<file path="src/rtl/peripheral_bus_fabric.sv">
// Peripheral interconnect: decodes the master address against per-slave windows,
// runs one access at a time with a timeout, and returns a registered response.
module peripheral_bus_fabric #(
  parameter int NUM_SLAVES = 4,
  parameter int DATA_WIDTH = 32,
  parameter int ADDR_WIDTH = 32,
  parameter logic [NUM_SLAVES*ADDR_WIDTH-1:0] SLAVE_BASE =
    {32'h00001300, 32'h00001200, 32'h00001100, 32'h00001000},
  parameter logic [NUM_SLAVES*ADDR_WIDTH-1:0] SLAVE_MASK = {4{32'hFFFFFF00}},
  parameter int TIMEOUT_CYCLES = 255,
  parameter logic [DATA_WIDTH-1:0] ERROR_DATA = 32'hDEADBEEF
) (
  input  logic                             clk,
  input  logic                             rst,
  input  logic                             master_read,
  input  logic                             master_write,
  input  logic [ADDR_WIDTH-1:0]            master_address,
  input  logic [DATA_WIDTH-1:0]            master_write_data,
  output logic [DATA_WIDTH-1:0]            master_read_data,
  output logic                             master_response,
  output logic                             master_error,
  output logic [NUM_SLAVES-1:0]            slave_read,
  output logic [NUM_SLAVES-1:0]            slave_write,
  output logic [ADDR_WIDTH-1:0]            slave_address,
  output logic [DATA_WIDTH-1:0]            slave_write_data,
  input  logic [NUM_SLAVES*DATA_WIDTH-1:0] slave_read_data,
  input  logic [NUM_SLAVES-1:0]            slave_response,
  output logic [7:0]                       error_count
);

  localparam int SEL_W = (NUM_SLAVES > 1) ? $clog2(NUM_SLAVES) : 1;
  localparam logic [15:0] TIMEOUT_LAST = 16'(TIMEOUT_CYCLES - 1);

  typedef enum logic [1:0] {IDLE, ACCESS, DONE} state_t;

  state_t                  state;
  logic [15:0]             wait_cnt;
  logic [SEL_W-1:0]        sel;
  logic                    is_write;

  logic                    hit;
  logic [SEL_W-1:0]        hit_sel;
  logic [NUM_SLAVES-1:0]   hit_onehot;
  logic                    req_error;
  logic [DATA_WIDTH-1:0]   sel_data;

  // Walk from the top index down so the lowest matching window wins.
  always_comb begin
    hit     = 1'b0;
    hit_sel = '0;
    for (int i = NUM_SLAVES - 1; i >= 0; i--) begin
      if ((master_address & SLAVE_MASK[i*ADDR_WIDTH +: ADDR_WIDTH]) ==
          SLAVE_BASE[i*ADDR_WIDTH +: ADDR_WIDTH]) begin
        hit     = 1'b1;
        hit_sel = SEL_W'(i);
      end
    end
  end

  assign hit_onehot = NUM_SLAVES'(1) << hit_sel;
  assign req_error  = (master_read & master_write) | ((master_read ^ master_write) & ~hit);
  assign sel_data   = slave_read_data[sel*DATA_WIDTH +: DATA_WIDTH];

  always_ff @(posedge clk) begin
    if (rst) begin
      state            <= IDLE;
      wait_cnt         <= '0;
      sel              <= '0;
      is_write         <= 1'b0;
      master_read_data <= '0;
      master_response  <= 1'b0;
      master_error     <= 1'b0;
      slave_read       <= '0;
      slave_write      <= '0;
      slave_address    <= '0;
      slave_write_data <= '0;
      error_count      <= '0;
    end else begin
      master_response <= 1'b0;
      master_error    <= 1'b0;
      case (state)
        IDLE: begin
          if (req_error) begin
            state            <= DONE;
            master_response  <= 1'b1;
            master_error     <= 1'b1;
            master_read_data <= ERROR_DATA;
            if (error_count != 8'hFF) error_count <= error_count + 8'd1;
          end else if (master_read || master_write) begin
            state            <= ACCESS;
            slave_address    <= master_address;
            slave_write_data <= master_write_data;
            sel              <= hit_sel;
            is_write         <= master_write;
            wait_cnt         <= '0;
            slave_read       <= master_read  ? hit_onehot : '0;
            slave_write      <= master_write ? hit_onehot : '0;
          end
        end
        ACCESS: begin
          if (slave_response[sel]) begin
            state            <= DONE;
            master_response  <= 1'b1;
            master_read_data <= is_write ? '0 : sel_data;
            slave_read       <= '0;
            slave_write      <= '0;
          end else if (wait_cnt == TIMEOUT_LAST) begin
            state            <= DONE;
            master_response  <= 1'b1;
            master_error     <= 1'b1;
            master_read_data <= ERROR_DATA;
            slave_read       <= '0;
            slave_write      <= '0;
            if (error_count != 8'hFF) error_count <= error_count + 8'd1;
          end else begin
            wait_cnt <= wait_cnt + 16'd1;
          end
        end
        DONE:    state <= IDLE;
        default: state <= IDLE;
      endcase
    end
  end

endmodule

</file>
<file path="config.mk">
export PLATFORM = sky130hd
export DESIGN_NAME = peripheral_bus_fabric
export DESIGN_NICKNAME = d
export VERILOG_FILES = /design/src/rtl/peripheral_bus_fabric.sv
export SDC_FILE = /design/constraint.sdc
export NUM_CORES = 1
export LEC_CHECK = 0
export CORE_ASPECT_RATIO = 1.4
export CORE_MARGIN = 2
export CORE_UTILIZATION = 44
export DETAILED_ROUTE_END_ITERATION = 12
export PLACE_DENSITY = 0.86
export REMOVE_ABC_BUFFERS = 1
export SYNTH_ARGS = -nofsm -noshare
export SYNTH_HDL_FRONTEND = slang
export SYNTH_SLANG_ARGS = --single-unit
</file>
<file path="constraint.sdc">
create_clock -name clk -period 7.2 [get_ports clk]
set_clock_uncertainty 0.05 [all_clocks]
set_input_delay 1.44 -clock clk [delete_from_list [all_inputs] [get_ports clk]]
set_output_delay 1.44 -clock clk [all_outputs]
set_load 0.02 [all_outputs]
</file>
Yosys cells after proc, flatten, opt, wreduce, memory -nomap -nowiden. Cells that the tools add are included.

Logic and storage cells: 93. Input bits: 200. Output and inout port bits: 114. Register bits: 135.

Bitwise logic cells: 6. Reduce and logical (&&, ||, !) cells: 9. Mux-type cells: 46. Equal/unequal tests: 15. $add $sub $neg: 2. $lt $le $gt $ge: 1. Shift-type cells: 2.

Operators with widths (count): 2-to-1 mux 32 bit (4); indexed part select 128 x 8 -> 32 bit (1); == test 24 x 5 -> 1 bit (second input constant) (4); 2-to-1 mux 16 bit (4); case mux 32 bit (2 select lines) (1); 2-to-1 mux 4 bit (8); 2-to-1 mux 8 bit (4); case mux 16 bit (2 select lines) (1); adder 16 x 1 -> 16 bit (second input constant) (1); == test 16 x 8 -> 1 bit (second input constant) (1); 2-to-1 mux 2 bit (8); case mux 4 bit (2 select lines) (2); case mux 8 bit (2 select lines) (1); inequality test 2 bit (second input constant) (6); 2-to-1 mux 1 bit (9); adder 8 x 1 -> 8 bit (second input constant) (1); inequality test 8 bit (second input constant) (1); AND reduction 4 bit (2); inequality test 3 bit (second input constant) (2); AND reduction 3 bit (2); AND reduction 5 bit (1); case mux 1 bit (2 select lines) (2); case mux 2 bit (2 select lines) (1); << shifter 1 x 2 -> 4 bit (first input constant) (1); other kinds (11) (13).

Longest topological paths before layout. Gate-level depths: netlist of the first run.

Word-level depth: 10. Depth in mapped cells: 9. Depth with buffers taken out: 8.

Worst setup path after synthesis of the first run. Ideal clock, no wire load.

Path type: input to register. Start point: input port master_address[18]. End point: register wait_cnt[14]. Data arrival time: 3.218 ns. Required time: 7.064 ns. Slack: 3.846 ns. Stages: 6. Setup time: 0.086 ns. Cell sequence: nor4_1 nand4_1 o21ai_1 a21oi_2 or4b_1 a221oi_2.

Word-level cells in the longest chain between the ends: 10. Elaborated cells between the ends (all ways): 13. Those cells by class: eq/ne: 5; mux: 4; bitwise: 3; reduce/logical: 1.

Ends and longest elaborated chain: from (decl) (RTL line 17) `input logic [ADDR_WIDTH-1:0] master_address,`; == test 24 x 5 -> 1 bit (RTL line 52) `if ((master_address & SLAVE_MASK[i*ADDR_WIDTH +: ADDR_WIDTH]) ==`; 2-to-1 mux 1 bit (3 in a row) (RTL line 52); 2-to-1 mux 1 bit (*) (RTL line 52); NOT 1 bit (*) (RTL line 61) `assign req_error = (master_read & master_write) | ((master_read ^ master_write) & ~hit);`; bitwise AND 1 bit (*) (RTL line 61); bitwise OR 1 bit (*) (RTL line 61); inequality test 2 bit (no source line) (*); AND reduction 5 bit (no source line) (*); to (signal assigned) (RTL line 116) `wait_cnt <= wait_cnt + 16'd1;`; to (decl) (RTL line 37) `logic [15:0] wait_cnt;`.

Every way passes the cells marked *; elsewhere a longest branch is shown, timed or not. A chain may end at the register's enable or synchronous reset.

Final worst setup path of the first run.
Start point: input port master_address[22]. End point: register sel[1].

Word-level cells in the longest chain between the ends: 10. Elaborated cells between the ends (all ways): 17. Those cells by class: eq/ne: 4; mux: 8; bitwise: 4; reduce/logical: 1.

Ends and longest elaborated chain: == test 24 x 5 -> 1 bit (RTL line 52); 2-to-1 mux 1 bit (4 in a row) (RTL line 52); NOT 1 bit (RTL line 61); bitwise AND 1 bit (RTL line 61); bitwise OR 1 bit (RTL line 61); NOT 1 bit (no source line); AND reduction 3 bit (no source line); to (signal assigned) (RTL line 93) `sel <= hit_sel;`; to (decl) (RTL line 38) `logic [SEL_W-1:0] sel;`.

Parallel ways exist; a longest one is shown, timed or not.

==> flow_summary.ini, run 1 <==
[outcome]
run_status = completed

[timing]
post-route-period-util_pct = 55.64
setup_tns_ns = 0
rsz0062_at_grt = false
layout_min_cycle_time_ns = 4.006
worst_slew_pin_slew_ns = 0.8897
finalHoldViolCount = 0
slew_headroom_pct = 40.68
setup-violations-final = 0
fmax_ghz = 0.2496
maxSlewViolCount = 0

[floorplanning]
die_h_um = 146.3
ios = 314
die-area_um2 = 15450
rows = 52
core_um2 = 14310
initial_core_util_pct = 44.43
die_w_um = 105.6

[yosys]
synthMuxAreaShare_pct = 12.02
synth_top_family_by_area = simple AND/OR/NAND/NOR gates
synthArstFlopShare_pct = 0
synth_compound_area_share_pct = 17.25
syn_area_um2 = 6360
synth.distinct_cells = 59
yosys.area_share.simple_pct = 23.00
syn_avg_cell_area_um2 = 9.073
synth_ff_type = dfxtp_1
synth_seq_cells = 135
synth_edf_count = 0
yosysWarningCount = 0
ys_seq_area_share_pct = 42.49
synth_fa_ha_area_share_pct = 0.9837
synth_xor_xnor_area_share_pct = 0.4131
syn_inst = 701

[layout]
final_area_um2 = 10240
final_common_cell = clkdlybuf4s50_1
fillers = 1038
area_growth_pct = 61.05
register_area_um2 = 2704
final_cell_mix = 312 x clkdlybuf4s50_1, 157 x nand2_1, 134 x dfxtp_1
multi_input_area_um2 = 3423
final_layout_size_suffix_gt1_share_pct = 12.82
layout.nets = 1198

[routing]
drc = 0
wl_per_cell_um = 18.32
via_per_inst = 5.410
vias = 6470
wirelength_um = 21920
drt_iter0_drc = 340
dr.pass1.iters = 5
antenna_left = 0

[global_routing]
grt_max_degree = 87
gr-usage-all-layers_pct = 27.90
overflow = 0
grt_pass1_wl_um = 34020
antenna_found_initial = 1
grt_pass1_vias = 6604

[pwr]
p_leak_nw = 3.540
ir_drop_uv = 221.7
power_density_nw_per_um2 = 221.7

[clock_tree]
clockBufferDepth = 2
cts-root-buf = clkbuf_16
cts_num_sinks = 135
htree_levels = 4
postCtsHoldBufs = 0
cts_tree = done
cts.repair.resized = 0
post_cts_buffers = 0
cts_buffers = 17
clk_pin_slew_worst_paths_ns = 0.06
clk_latency_ns = 0.42

[worst_setup_path]
end_kind = flip-flop
crit_buf_inv = 2
cp_slowest_cell = nor2_4
cp.arrival_ns = 4.29
slowest_delay_ns = 0.60
crit_family = simple AND/OR/NAND/NOR gates
worst-setup-path-type = primary input to flip-flop
required_ns = 7.48
start_kind = primary input
crit_path_max_fanout = 38
cp_cell_sequence = clkdlybuf4s50_1 -> nor4_1 -> and4b_1 -> a21boi_0 -> nor2_4 -> buf_4 -> nand2_1 -> a21oi_1

[place]
dp_hpwl_um = 15870
port-buffer-count = 313
placed_area_um2 = 9599
place_congestion = 0.8966

[min_path]
hold_class = flip-flop to flip-flop

[job]
maxCapViolations = 0
-- final timing paths --
check	from	endpoint	slack, ns	cells after the start
worst min register to register	slave_write_data[22]	slave_write_data[22]	0.40	2
worst min-delay path	slave_write_data[22]	slave_write_data[22]	0.40	2
worst max-delay path	master_address[22]	sel[1]	3.19	8
worst max register to register	wait_cnt[1]	master_read_data[31]	4.44	8
-- final cells by class --
type	instances	share of cell area, %
Sequential cell	135	26.40
Clock inverter	15	2.101
Timing Repair Buffer	321	31.15
Antenna cell	1	0.02443
Tap cell	189	2.309
Clock buffer	17	4.153
Inverter	12	0.4398
Multi-Input combinational cell	506	33.42
-- synthesized netlist by cell type (7+ instances only) --
cell type	count	area, µm²
mux4_2	33	743.2
nand3_1	11	55.05
nand2b_1	26	162.7
clkbuf_1	40	150.1
a22oi_1	8	60.06
nor2_1	43	161.4
inv_1	12	45.04
nand2_1	158	593.1
nor2_2	21	131.4
o21ai_0	7	35.03
nand4_1	8	50.05
a211oi_2	20	250.2
dfxtp_1	135	2703
a21oi_1	83	415.4
-- power by group --
group          internal, mW  switching, mW  total [mW]  leakage [nW]
clock network         0.589          0.359       0.948         0.309
logic                 0.249          0.243       0.491          2.13
registers             0.799         0.0316       0.831          1.10
-- layer usage --
layer / track usage [%] / vias up / wire length (µm)
met2: 49.39 / 283 / 11280
met1: 29.42 / 3060 / 7968
met3: 10.40 / 51 / 2010
li1: - / 3076 / -
met5: 0 / - / 0
met4: 11.97 / 0 / 654
-- state kept, by name, indices dropped and copies added, names as in the netlist, 2 cells and up --
signal	flops
state	2
slave_write_data	32
slave_read	4
error_count	8
master_read_data	32
wait_cnt	16
slave_write	4
sel	2
slave_address	32
-- per-stage QoR --
stage / std cells / power [mW] / util, % / hold WS [ns] / setup slack (ns)
floorplan: 653 / 1.063 / - / 0.4039 / 2.291
global placement: 1163 / 1.326 / 67.06 / 0.3863 / 2.875
detailed placement: 1163 / 1.335 / 67.06 / 0.3924 / 2.852
CTS: 1195 / 2.286 / 71.54 / 0.4005 / 3.261
global route: 1196 / 2.352 / 71.56 / 0.4161 / 2.882
finish: 1196 / 2.271 / 71.56 / 0.3983 / 3.194
-- cell families after synthesis --
kind of cell / after synthesis
fa+ha+maj: 5
xor+xnor: 3
compound gates: 156
flops: 135
simple gates: 307
mux: 35
buf+inv: 60
-- worst min-delay path, cell delays in order (launching register included) --
cell	delay, ns
dfxtp_1	0.31
nand2_1	0.05
a21oi_1	0.05
Note: power is estimated with default switching activity, not from simulation.
==> run 2, diff against run 1 <==
CORE_UTILIZATION = 37   (was 44)
PLACE_DENSITY = 0.77   (was 0.86)
clock period = 3.6 ns   (was 7.2 ns; I/O delays follow)
==> run 2 against run 1 <==
Compared with the run above:
- count of clock-buffer cells in the layout is 2 higher
- register-to-register slack got worse by 3.6 ns
- worst hold slack about the same
- largest cell class unchanged
- highest routed layer unchanged
==> flow_summary.ini, run 2 (same netlist as run 1, synthesis figures left out) <==
[outcome]
run_status = completed

[layout]
area_growth_pct = 61.09
n_antenna_cell = 0
layout.nets = 1203
final_layout_size_suffix_gt1_share_pct = 13.16
final_common_cell = clkdlybuf4s50_1
fillers = 1452
reg_top3 = master_read_data: 32 flops, slave_address: 32 flops, slave_write_data: 32 flops
stdcell_count = 1214
final_cell_mix = 312 x clkdlybuf4s50_1, 157 x nand2_1, 134 x dfxtp_1

[floorplanning]
die_h_um = 159.1
ios = 314
die-area_um2 = 18270
initial_core_util_pct = 37.82
rows = 56
core_um2 = 16820
die_w_um = 114.8

[pwr]
p_sw_mw = 1.255
power_density_nw_per_um2 = 424.9
combPwrFrac_pct = 22.7
pwr-share-clk_pct = 39.1
ir_drop_uv = 310.5
internal_power_mw = 3.098
sequentialPowerShare_pct = 38.3
sw_frac_of_total_pct = 28.83
p_leak_nw = 3.540

[clock_tree]
post_cts_buffers = 0
htree_levels = 4
cts_buffers = 17
clk_latency_ns = 0.41
cts-root-buf = clkbuf_16
clk_pin_slew_worst_paths_ns = 0.06
cts.repair.resized = 0
cts_num_sinks = 135
postCtsHoldBufs = 0
cts_tree = done
clockBufferDepth = 2

[worst_setup_path]
required_ns = 3.87
slowest_delay_ns = 0.61
end_kind = flip-flop
cp_slowest_cell = or4b_1
crit_path_max_fanout = 16
cp_cell_sequence = clkdlybuf4s50_1 -> nor4_1 -> buf_4 -> nand4_1 -> o21ai_1 -> a21oi_2 -> or4b_1 -> a221oi_2
cp.arrival_ns = 3.21
worst-setup-path-type = primary input to flip-flop
start_kind = primary input

[global_routing]
met2_usage_pct = 39.94
grt_pass1_wl_um = 33240
busiest_layer = met2
grt_pass1_vias = 6398
grtUsageMet3_pct = 7.689
grt_max_degree = 79
gr-usage-all-layers_pct = 22.85
overflow = 0
met1_usage_pct = 25.52
antenna_found_initial = 0

[min_path]
hold_class = flip-flop to flip-flop

[routing]
drc = 0
dr.pass1.iters = 6
drt_iter0_drc = 413
wirelength_um = 21250
wl_per_cell_um = 17.51
via_per_inst = 5.264
vias = 6390
antenna_left = 0

[job]
maxCapViolations = 0

[timing]
post-route-period-util_pct = 81.56
worst_slew_pin_slew_ns = 1.011
slew_headroom_pct = 32.61
layout_min_cycle_time_ns = 2.936
finalHoldViolCount = 0
maxSlewViolCount = 0
setup-violations-final = 0
rsz0062_at_grt = false
fmax_ghz = 0.3406
fin_ws_ns = 0.6637

[place]
port-buffer-count = 313
dp_cells = 1182
dp_hpwl_um = 15870
dp_slack_ns = 0.2361
place_congestion = 0.8795
## run 2: power by group through the flow
stage	sequential [mW]	clock, mW	combinational, mW
after floorplan	1.81	0	0.313
after global placement	1.69	0	0.978
after detailed placement	1.70	0	0.989
after CTS	1.67	1.73	0.994
after global routing	1.68	1.80	1.06
final	1.67	1.70	0.987
## run 2: cell type report
class	instances	area [µm²]	share of cell area (%)
clock buffers	19	442.9	4.323
flip-flops and latches	135	2704	26.39
repair buffers	326	3241	31.63
clock inverters	13	135.1	1.319
well taps	203	254.0	2.479
multi-input cells	506	3423	33.41
inverters	12	45.04	0.4397
## run 2: per-layer routing
| metal | vias to the layer above | part of all wire, % |
|---|---|---|
| met5 | - | 0 |
| met4 | 0 | 2.9 |
| met3 | 44 | 8.2 |
| met2 | 256 | 50 |
| met1 | 3009 | 39 |
| li1 | 3081 | - |
## run 2: worst paths after layout
kind                                            from                   end  slack, ns  cells after the start
worst max-delay path              master_address[24]          wait_cnt[14]       0.66                      8
worst min-delay path            slave_write_data[23]  slave_write_data[23]       0.40                      2
worst max register to register           wait_cnt[0]  master_read_data[18]       0.89                      9
worst min register to register  slave_write_data[23]  slave_write_data[23]       0.40                      2
## run 2: through the flow
stage	util [%]	total power, mW	cell area [µm²]	hold WS, ns	TNS, ns
finish	60.92	4.353	10240	0.3981	0
global route	60.92	4.535	10240	0.4118	0
CTS	60.92	4.392	10240	0.4014	0
detailed placement	57.49	2.688	9667	0.3933	0
global placement	57.49	2.673	9667	0.3869	0
floorplan	-	2.125	6161	0.4039	-21.68
## run 2: critical path, delay by kind of cell
kind | cells | cell delay, ns
simple gates | 3 | 1.18
compound gates | 3 | 0.70
buf+inv | 2 | 0.62
==> run 3, diff against run 2 <==
CORE_UTILIZATION = 41   (was 37)
PLACE_DENSITY = 0.81   (was 0.77)
clock period = 3 ns   (was 3.6 ns; I/O delays follow)
==> run 3 against run 2 <==
Compared with the run above:
- sequential share of layout area is 0.52 points lower
- count of clock-buffer cells in the layout is 1 lower
- register-to-register slack worse by 0.54 ns
- cell area is 2.0% higher
- utilization is 8.2 points higher
- largest cell class is now buffers
==> flow_summary.ini, run 3 (same netlist as run 1, synthesis figures left out) <==
[layout]
final_area_um2 = 10450
final_cell_mix = 312 x clkdlybuf4s50_1, 157 x nand2_1, 134 x dfxtp_1
layout.nets = 1224
stdcell_count = 1224
final_layout_size_suffix_gt1_share_pct = 14.92
final_common_cell = clkdlybuf4s50_1
reg_top3 = master_read_data: 32 flops, slave_address: 32 flops, slave_write_data: 32 flops
n_antenna_cell = 0
area_growth_pct = 64.35

[routing]
drt_iter0_drc = 268
drc = 0
dr.pass1.iters = 5
wl_per_cell_um = 17.93
via_per_inst = 5.273
wirelength_um = 21950
vias = 6454
antenna_left = 0

[clock_tree]
cts_tree = done
cts_num_sinks = 135
cts-root-buf = clkbuf_16
postCtsHoldBufs = 0
clk_latency_ns = 0.42
clk_pin_slew_worst_paths_ns = 0.06
cts.repair.resized = 0
cts_buffers = 17
clockBufferDepth = 2
htree_levels = 4
post_cts_buffers = 0

[floorplanning]
core_um2 = 15120
die_w_um = 109.3
die-area_um2 = 16540
ios = 314
die_h_um = 151.4
rows = 53
initial_core_util_pct = 42.06

[place]
dp_hpwl_um = 16660
port-buffer-count = 313
placed_area_um2 = 9861
place_congestion = 0.9269
dp_cells = 1192

[timing]
fmax_ghz = 0.3691
setup_tns_ns = 0
rsz0062_at_grt = false
slew_headroom_pct = 48.97
finalHoldViolCount = 0
maxSlewViolCount = 0
setup-violations-final = 0
post-route-period-util_pct = 90.31
worst_slew_pin_slew_ns = 0.7639
layout_min_cycle_time_ns = 2.709

[min_path]
min_from = slave_address[27]
hold_class = flip-flop to flip-flop
hold-path-cell-count = 2
min_to = slave_address[27]

[worst_setup_path]
reg2reg_to = wait_cnt[11]
slowest_delay_ns = 0.52
crit_path_max_fanout = 8
cp_cell_sequence = clkdlybuf4s50_1 -> nor4_1 -> buf_4 -> nand4_1 -> o21ai_1 -> a21oi_2 -> buf_4 -> or4_1 -> a21oi_1
cp_slowest_cell = nor4_1
r2r_start = wait_cnt[1]
r2r_cells = 9
crit_buf_inv = 3
cp.arrival_ns = 3.01
reg2reg_slack_ns = 0.35
start_kind = primary input
cp_common_cell = buf_4
end_kind = flip-flop
worst-setup-path-type = primary input to flip-flop
required_ns = 3.30
cp-startpoint = master_address[24]
crit_family = simple AND/OR/NAND/NOR gates

[global_routing]
grt_max_degree = 66
busiest_layer = met2
met2_usage_pct = 47.55
overflow = 0
antenna_found_initial = 0
grtUsageMet3_pct = 12.18
grt_pass1_vias = 6676
grt_pass1_wl_um = 34000
met1_usage_pct = 27.21
gr-usage-all-layers_pct = 26.91

[pwr]
p_leak_nw = 3.656
power_density_nw_per_um2 = 511.9
ir_drop_uv = 414.2

[job]
maxCapViolations = 0

[outcome]
run_status = completed
[run 3: cell count changes in the layout (fill, tap and decap cells not counted), sizes merged]
cell | before | now
buf | 14 | 35
clkinvlp | 2 | 4
bufinv | 1 | 2
clkbuf | 19 | 18
clkinv | 2 | 1
inv | 20 | 19
[run 3: layer usage]
| metal | wire length [µm] | up-vias |
|---|---|---|
| li1 | - | 3130 |
| met1 | 7766 | 3018 |
| met2 | 11120 | 256 |
| met3 | 2332 | 50 |
| met4 | 728 | 0 |
| met5 | 0 | - |
[run 3: worst max path at each step]
stage / cells after the start / slack [ns] / endpoint
after floorplan: 6 / -1.07 / slave_read[2]
after detailed placement: 9 / -0.10 / wait_cnt[7]
after global placement: 9 / -0.11 / wait_cnt[7]
after global routing: 9 / 0.16 / wait_cnt[11]
final: 9 / 0.29 / wait_cnt[7]
after CTS: 9 / 0.32 / wait_cnt[7]
[run 3: where the power goes]
group | leakage (nW) | internal [mW] | total (mW) | switching (mW)
clock | 0.277 | 1.25 | 2.11 | 0.862
sequential | 1.10 | 1.92 | 1.99 | 0.0739
combinational | 2.28 | 0.660 | 1.25 | 0.591
total | 3.66 | 3.82 | 5.35 | 1.53
[run 3: cell type report]
cell class	instances	area (µm²)
clock inverters	14	162.7
inverters	12	45.04
flip-flops and latches	135	2704
well taps	192	240.2
clock buffers	18	429.2
repair buffers	347	3448
multi-input cells	506	3423
fillers	1197	4667
[run 3: per-stage QoR]
| step | worst slack [ns] | utilization (%) | power (mW) | hold WS, ns |
|---|---|---|---|---|
| 5_1_grt | 0.1580 | 69.13 | 5.577 | 0.4173 |
| 2_1_floorplan | -1.069 | - | 2.550 | 0.4039 |
| 4_1_cts | 0.3164 | 69.13 | 5.400 | 0.4015 |
| 6_report | 0.2906 | 69.13 | 5.351 | 0.3998 |
| 3_5_place_dp | -0.1010 | 65.22 | 3.285 | 0.3940 |
| 3_3_place_gp | -0.1119 | 65.22 | 3.266 | 0.3871 |
[run 3: worst register-to-register path, delay by kind of cell (launching register included)]
family | cells | cell delay (ns)
buffers and inverters | 2 | 0.37
AOI/OAI and AO/OA | 1 | 0.38
xor gates and xnor gates | 1 | 0.15
and+or+nand+nor | 4 | 0.95
DFF | 1 | 0.43
adders and majority gates | 1 | 0.20
